===== src/rtl/pipe_ctrl_pkg.sv =====
// Shared definitions for the pipeline controller: exception codes, vector
// offsets, FSM encoding and the vector-address helper.
package pipe_ctrl_pkg;

  localparam logic [31:0] EXC_INT          = 32'h0000_0001;
  localparam logic [31:0] EXC_SYSCALL      = 32'h0000_0008;
  localparam logic [31:0] EXC_INVALID_INST = 32'h0000_000a;
  localparam logic [31:0] EXC_OVERFLOW     = 32'h0000_000c;
  localparam logic [31:0] EXC_ERET         = 32'h0000_000e;

  localparam logic [11:0] VEC_OFS_INT = 12'h000;
  localparam logic [11:0] VEC_OFS_GEN = 12'h180;

  typedef enum logic [0:0] {
    ST_RUN   = 1'b0,
    ST_FLUSH = 1'b1
  } state_e;

  // Exception vector = 4 KiB-aligned page from ebase plus a fixed offset.
  function automatic logic [31:0] vec_addr(input logic [19:0] page,
                                           input logic [11:0] ofs);
    return {page, ofs};
  endfunction

endpackage


===== src/rtl/pipe_ctrl_exc_vector_dec.sv =====
// Combinational redirect-target decode for a memory-stage exception code.
module exc_vector_dec
  import pipe_ctrl_pkg::*;
(
  input  logic [31:0] excepttype,
  input  logic [31:0] epc,
  input  logic [19:0] ebase_page,
  output logic [31:0] target
);

  // Interrupts use the base vector, eret returns to EPC, all else the general vector.
  always_comb begin
    target = 32'h0000_0000;
    case (excepttype)
      32'h0000_0000:
        target = 32'h0000_0000;
      EXC_INT:
        target = vec_addr(ebase_page, VEC_OFS_INT);
      EXC_ERET:
        target = epc;
      EXC_SYSCALL, EXC_INVALID_INST, EXC_OVERFLOW:
        target = vec_addr(ebase_page, VEC_OFS_GEN);
      default:
        target = vec_addr(ebase_page, VEC_OFS_GEN);
    endcase
  end

endmodule


===== src/rtl/pipe_ctrl.sv =====
// Pipeline hazard/exception controller: stall mask, multi-cycle flush with a
// latched redirect target, and a stall watchdog.
module pipe_ctrl
  import pipe_ctrl_pkg::*;
#(
  parameter int STAGES        = 6,
  parameter int FLUSH_CYCLES  = 1,
  parameter int STALL_TIMEOUT = 255
) (
  input  logic              clk,
  input  logic              rst,
  input  logic [STAGES-1:0] stallreq_i,
  input  logic [31:0]       excepttype_i,
  input  logic [31:0]       cp0_epc_i,
  input  logic [31:0]       cp0_ebase_i,
  output logic [STAGES-1:0] stall,
  output logic              flush,
  output logic [31:0]       new_pc,
  output logic              stall_timeout_o
);

  localparam int WD_W = 16;

  state_e            state;
  logic [3:0]        flush_cnt;
  logic [31:0]       target_lat;
  logic [WD_W-1:0]   wd_cnt;

  logic              exc_hit;
  logic [31:0]       dec_target;
  logic [STAGES-1:0] stall_mask;
  logic              req_acc;
  logic              unused_bits;

  assign unused_bits = ^{cp0_ebase_i[11:0], stallreq_i[0]};
  assign exc_hit     = (excepttype_i != 32'h0000_0000);

  exc_vector_dec u_dec (
    .excepttype (excepttype_i),
    .epc        (cp0_epc_i),
    .ebase_page (cp0_ebase_i[31:12]),
    .target     (dec_target)
  );

  // Freeze every stage at or below the deepest requester; stage 0 never requests.
  always_comb begin
    req_acc    = 1'b0;
    stall_mask = '0;
    for (int i = STAGES - 1; i >= 1; i--) begin
      req_acc       = req_acc | stallreq_i[i];
      stall_mask[i] = req_acc;
    end
    stall_mask[0] = req_acc;
  end

  // Output selection; reset forces everything quiet regardless of inputs.
  always_comb begin
    stall  = '0;
    flush  = 1'b0;
    new_pc = 32'h0000_0000;
    if (!rst) begin
      stall  = '0;
      flush  = 1'b0;
      new_pc = 32'h0000_0000;
    end else if (state == ST_FLUSH) begin
      flush  = 1'b1;
      new_pc = target_lat;
    end else if (exc_hit) begin
      flush  = 1'b1;
      new_pc = dec_target;
    end else begin
      stall  = stall_mask;
    end
  end

  // Pulse lands in the cycle whose stall brings the run length to the limit.
  always_comb begin
    if (rst && (stall != '0) && (wd_cnt == WD_W'(STALL_TIMEOUT - 1))) begin
      stall_timeout_o = 1'b1;
    end else begin
      stall_timeout_o = 1'b0;
    end
  end

  // RUN/FLUSH sequencing; the first flush cycle is the exception cycle itself.
  always_ff @(posedge clk or negedge rst) begin
    if (!rst) begin
      state      <= ST_RUN;
      flush_cnt  <= 4'd0;
      target_lat <= 32'h0000_0000;
    end else begin
      case (state)
        ST_RUN: begin
          if (exc_hit && (FLUSH_CYCLES > 1)) begin
            state      <= ST_FLUSH;
            target_lat <= dec_target;
            flush_cnt  <= 4'(FLUSH_CYCLES - 1);
          end else begin
            state      <= ST_RUN;
          end
        end
        ST_FLUSH: begin
          flush_cnt <= flush_cnt - 4'd1;
          if (flush_cnt == 4'd1) begin
            state      <= ST_RUN;
            target_lat <= 32'h0000_0000;
          end else begin
            state      <= ST_FLUSH;
          end
        end
        default: begin
          state      <= ST_RUN;
          flush_cnt  <= 4'd0;
          target_lat <= 32'h0000_0000;
        end
      endcase
    end
  end

  // Watchdog run-length counter, saturating at the limit so it pulses once.
  always_ff @(posedge clk or negedge rst) begin
    if (!rst) begin
      wd_cnt <= '0;
    end else if (stall == '0) begin
      wd_cnt <= '0;
    end else if (wd_cnt < WD_W'(STALL_TIMEOUT)) begin
      wd_cnt <= wd_cnt + WD_W'(1);
    end else begin
      wd_cnt <= wd_cnt;
    end
  end

endmodule


===== config.mk =====
export PLATFORM = sky130hd
export DESIGN_NAME = pipe_ctrl
export DESIGN_NICKNAME = d
export VERILOG_FILES = /design/src/rtl/pipe_ctrl_pkg.sv /design/src/rtl/pipe_ctrl_exc_vector_dec.sv /design/src/rtl/pipe_ctrl.sv
export SDC_FILE = /design/constraint.sdc
export NUM_CORES = 1
export LEC_CHECK = 0
export CORE_MARGIN = 2
export CORE_UTILIZATION = 30
export CTS_CLUSTER_DIAMETER = 120
export DETAILED_ROUTE_END_ITERATION = 10
export PLACE_DENSITY = 0.78
export SKIP_CTS_REPAIR_TIMING = 1
export SLEW_MARGIN = 5
export SYNTH_ARGS = -nofsm -noshare
export SYNTH_HDL_FRONTEND = slang
export SYNTH_HIERARCHICAL = 1
export SYNTH_SLANG_ARGS = --single-unit

===== constraint.sdc =====
create_clock -name clk -period 2.4 [get_ports clk]
set_input_delay 0.6 -clock clk [delete_from_list [all_inputs] [get_ports clk]]
set_output_delay 0.6 -clock clk [all_outputs]
set_load 0.01 [all_outputs]

* Yosys cells after proc, flatten, opt, wreduce, memory -nomap -nowiden *
Cells that the tools add are included.

cells by class
  add/subtract/negate cells = 2
  muxes and demuxes = 15
  magnitude comparators = 1
  equality and inequality tests = 4
  bitwise operators = 5
  reductions and logical operators = 7

operators by type and width
  cell                     count
  $mux W32                 3
  $pmux W32 S3             1
  $eq A32 B1 Y1 const B    1
  $eq A32 B4 Y1 const B    1
  $logic_not A32 Y1        1
  $mux W16                 2
  $reduce_bool A32 Y1      1
  $mux W6                  3
  $add A16 B1 Y16 const B  1
  $eq A16 B8 Y1 const B    1
  $lt A16 B8 Y1 const B    1
  $logic_not A6 Y1         1
  $reduce_bool A6 Y1       1
  $mux W1                  5
  $eq A4 B1 Y1 const B     1
  $or A1 B1 Y1             4
  $sub A4 B1 Y4 const B    1
  $logic_and A1 B1 Y1      2
  $pmux W1 S2              1
  $reduce_bool A2 Y1       1
  $not A1 Y1               1

storage, ports and cells
  word-level logic and storage cells = 37
  register bits after elaboration = 21
  input bits = 104
  output and inout port bits = 40

* Logic depth before layout (Yosys ltp) *
  depth in word-level cells = 11
  mapped depth = 6
  depth with buffers taken out = 5

* Cells and area by module *
Netlist, hierarchy kept.

modules (own cells, without submodules)
  module          instances  cells each  area an instance (um^2)  sequential area each (um^2)
  pipe_ctrl       1          147         1337.5                   525.5
  exc_vector_dec  1          58          451.7                    0.0

* Least setup slack after synthesis *
Ideal clock, no wire load.

  kind = input to output
  start point = input excepttype_i[27]
  end point = output new_pc[12]
  data arrival time = 1.889 ns
  path buffers = 1
  stages = 6
  setup slack = -0.089 ns
  required time = 1.800 ns
  cell sequence = nor4_2 nand4_1 or3_4 buf_6 a22o_1 and2_1

on the way
  word-level cells in the longest chain between the ends = 5
  elaborated cells on any way between the ends = 8
  those cells by class = eq/ne (2); mux (4); reduce/logical (2)

ends and longest elaborated chain
  item                                   line                            text
  start: declaration                     pipe_ctrl.sv:13                 input logic [31:0] excepttype_i,
  $eq A32 B4 Y1 (tied with other cells)  pipe_ctrl_exc_vector_dec.sv:14  case (excepttype)
  $pmux W32 S3 (*)                       pipe_ctrl_exc_vector_dec.sv:14
  net dec_target[12]                     pipe_ctrl.sv:30                 logic [31:0] dec_target;
  $mux W32 (*)                           pipe_ctrl.sv:68                 end else if (exc_hit) begin
  $mux W32 (*)                           pipe_ctrl.sv:65                 end else if (state == ST_FLUSH) begin
  $mux W32 (*)                           pipe_ctrl.sv:61                 if (!rst) begin
  end: declaration                       pipe_ctrl.sv:18                 output logic [31:0] new_pc,

Mark *: on every way through the listed nets, which the timed path passes. The rest lies on a longest branch.

* Final worst setup path *
  start point = input excepttype_i[5]
  end point = output new_pc[14]

The elaborated chain is that of the path after synthesis.

==> impl_metrics.yaml <==
power:
  finalPower_uw: 909
  leakage_uw: 0.00189
  powerDensity_nw_per_um2: 239
  ir_drop_mv: 0.438
sta:
  final.min_clock_period_ns: 3.00
  finalSetupViolCount: 37
  timing.slew.headroom: 0.756
  fin_crit_sh: 1.25
  clock_skew_ns: 0.00134
  max_clock_freq_mhz: 333
  hold_viol_final: 0
  slew_violations: 0
  rsz0062_at_grt: "true"
  tightestPinTransition_ns: 0.361
  layout_setup_ws_ns: -0.603
logic_synthesis:
  ys_seq_area_frac: 0.294
  synth.distinct_cells: 46
  syn_avg_cell_area_sq_um: 8.73
  syn-cell-area_sq_um: 1790
  ys_warn_count: 6
  ys_seq_elements: 21
  syn_inst: 205
  syn_nets: 313
global_route:
  antenna_found_initial: 1
  grt_overflow: 0
  grt_max_degree: 33
  grtUsageTotal: 0.180
  grt_pass1_vias: 1852
  grt_pass1_wl_mm: 9.16
critical_path:
  r2r_setup_slack_ns: 0.36
  path_class: "in -> out"
  arrival_ns: 2.40
  required_ns: 1.80
  worstPathMaxFanout: 7
  end_kind: "output pin"
  cp-start-kind: "primary input"
worst_hold_path:
  hp-class: "in -> async"
outcome:
  status: "complete, but fails checks"
  violations: "setup timing"
floorplan:
  initial_core_util: 0.306
  io_pins: 144
  fp.coreArea_sq_um: 5850
  die_x_um: 81.2
  num_rows: 28
  floorplan.die.height_um: 81.2
  fp.dieArea_sq_um: 6600
clock_network:
  cts_root_buffer: "clkbuf_8"
  h-tree-depth: 1
  cts.clk_slew.worst_paths_ns: 0.07
  clk_latency_ns: 0.26
  clock-sinks: 21
  clk_path_buf_depth: 2
  cts-buffers-inserted: 3
  cts_tree: "done"
placed_design:
  io_buffers: 130
  globalplace.congestion: 0.826
  dp_hpwl_mm: 5.08
routing:
  drt_iter0_drc: 72
  viasPerCell: 5.16
  ant_nets: 0
  vias: 2307
  totalWireLength_mm: 7.64
  first_pass_iters: 4
  wl_per_cell_um: 17.1
  drc: 0
finish:
  drive_above_1_share: 0.439
  fin_util: 0.651
  final_cell_mix: "clkdlybuf4s50_1, buf_6, and2_1"
  final_nets: 480
  area_delta_synth_final_pct: 113
  layout_commonest_cell: "clkdlybuf4s50_1"
run:
  drv_cap: 0
[final cells by class]
cell class	instances	area, sq um
Tap cell	75	93.8
Clock buffer	4	45.0
Fill cell	478	2040
Antenna cell	1	2.50
Timing Repair Buffer	171	1660
Multi-Input combinational cell	166	1450
Sequential cell	21	526
Inverter	9	33.8
[synth_stat cells, drive strengths merged]
cell / instances / area, sq um
and2: 50 / 314
dfrtp: 21 / 526
a22o: 20 / 175
nor4: 18 / 156
inv: 9 / 33.8
nor2: 8 / 30.0
a21oi: 7 / 35.0
buf: 6 / 51.3
nand2: 6 / 22.5
o21ai: 6 / 30.0
clkbuf: 5 / 18.8
nand3: 5 / 25.0
and4: 4 / 35.0
ha: 4 / 50.1
nor3: 4 / 25.0
or3: 4 / 32.5
nand4: 3 / 25.0
a21boi: 2 / 15.0
and3: 2 / 13.8
nor4b: 2 / 17.5
o31ai: 2 / 15.0
or4: 2 / 15.0
xor2: 2 / 17.5
a211oi: 1 / 7.51
a41oi: 1 / 8.76
and4b: 1 / 10.0
nand2b: 1 / 6.26
nor2b: 1 / 6.26
nor3b: 1 / 7.51
o211a: 1 / 10.0
o211ai: 1 / 12.5
o21a: 1 / 7.51
o41ai: 1 / 8.76
or2: 1 / 6.26
or4b: 1 / 10.0
xnor2: 1 / 8.76
[stage by stage]
step	cells	setup TNS (ns)	hold WS (ns)	area [sq um]	setup WS, ns
after floorplan	205	-1.09	0.304	1850	-0.0546
after global placement	418	-40.48	0.458	3350	-1.11
after detailed placement	418	-41.99	0.458	3350	-1.14
after CTS	422	-41.48	0.474	3400	-1.14
after global routing	447	-16.95	0.463	3810	-0.685
final	447	-14.15	0.424	3810	-0.603
[critical path, stage by stage]
cell       delay (ns)
buf_8            0.10
nor4_4           0.35
nand3_2          0.16
nor3_4           0.28
buf_6            0.15
buf_12           0.10
buf_6            0.09
clkbuf_16        0.13
buf_6            0.09
a22o_1           0.12
and2_4           0.13
buf_6            0.09
[routing by layer]
layer  routed length [um]  share of wire  track usage
met2                 4230           0.55        0.341
met1                 2720           0.36        0.199
met5                    0              0            0
met3                  546          0.071       0.0433
met4                  146          0.019       0.0441
[power by group]
group	total, uW	internal (uW)	switching [uW]
Sequential	354	354	0.00000000393
Clock	230	118	111
Combinational	326	213	113
Total	909	685	224
[worst paths after layout]
| kind | cells after the start | to | from |
|---|---|---|---|
| setup / recovery | 12 | new_pc[14] | excepttype_i[5] |
| max in group asynchronous | 2 | wd_cnt[2] | rst |
| min in group clk | 1 | flush_cnt[3] | flush_cnt[3] |
| hold / removal | 2 | wd_cnt[15] | rst |
| hold reg to reg | 1 | flush_cnt[3] | flush_cnt[3] |
| setup reg to reg | 5 | wd_cnt[7] | wd_cnt[8] |
[kinds of logic (layout without fill, tap and decap cells)]
group / after synthesis / count (layout) / synth area share
compound gates: 43 / 43 / 0.182
xor+xnor: 3 / 3 / 0.0147
fa+ha+maj: 4 / 4 / 0.0280
buf+inv: 20 / 184 / 0.0580
flops: 21 / 21 / 0.294
other cells: 0 / 1 / 0
simple gates: 114 / 116 / 0.424
[flip-flops by register name (all words and copies together) (netlist names)]
signal	cells
state	1
wd_cnt	16
flush_cnt	4
Note: power is estimated with default switching activity, not from simulation.
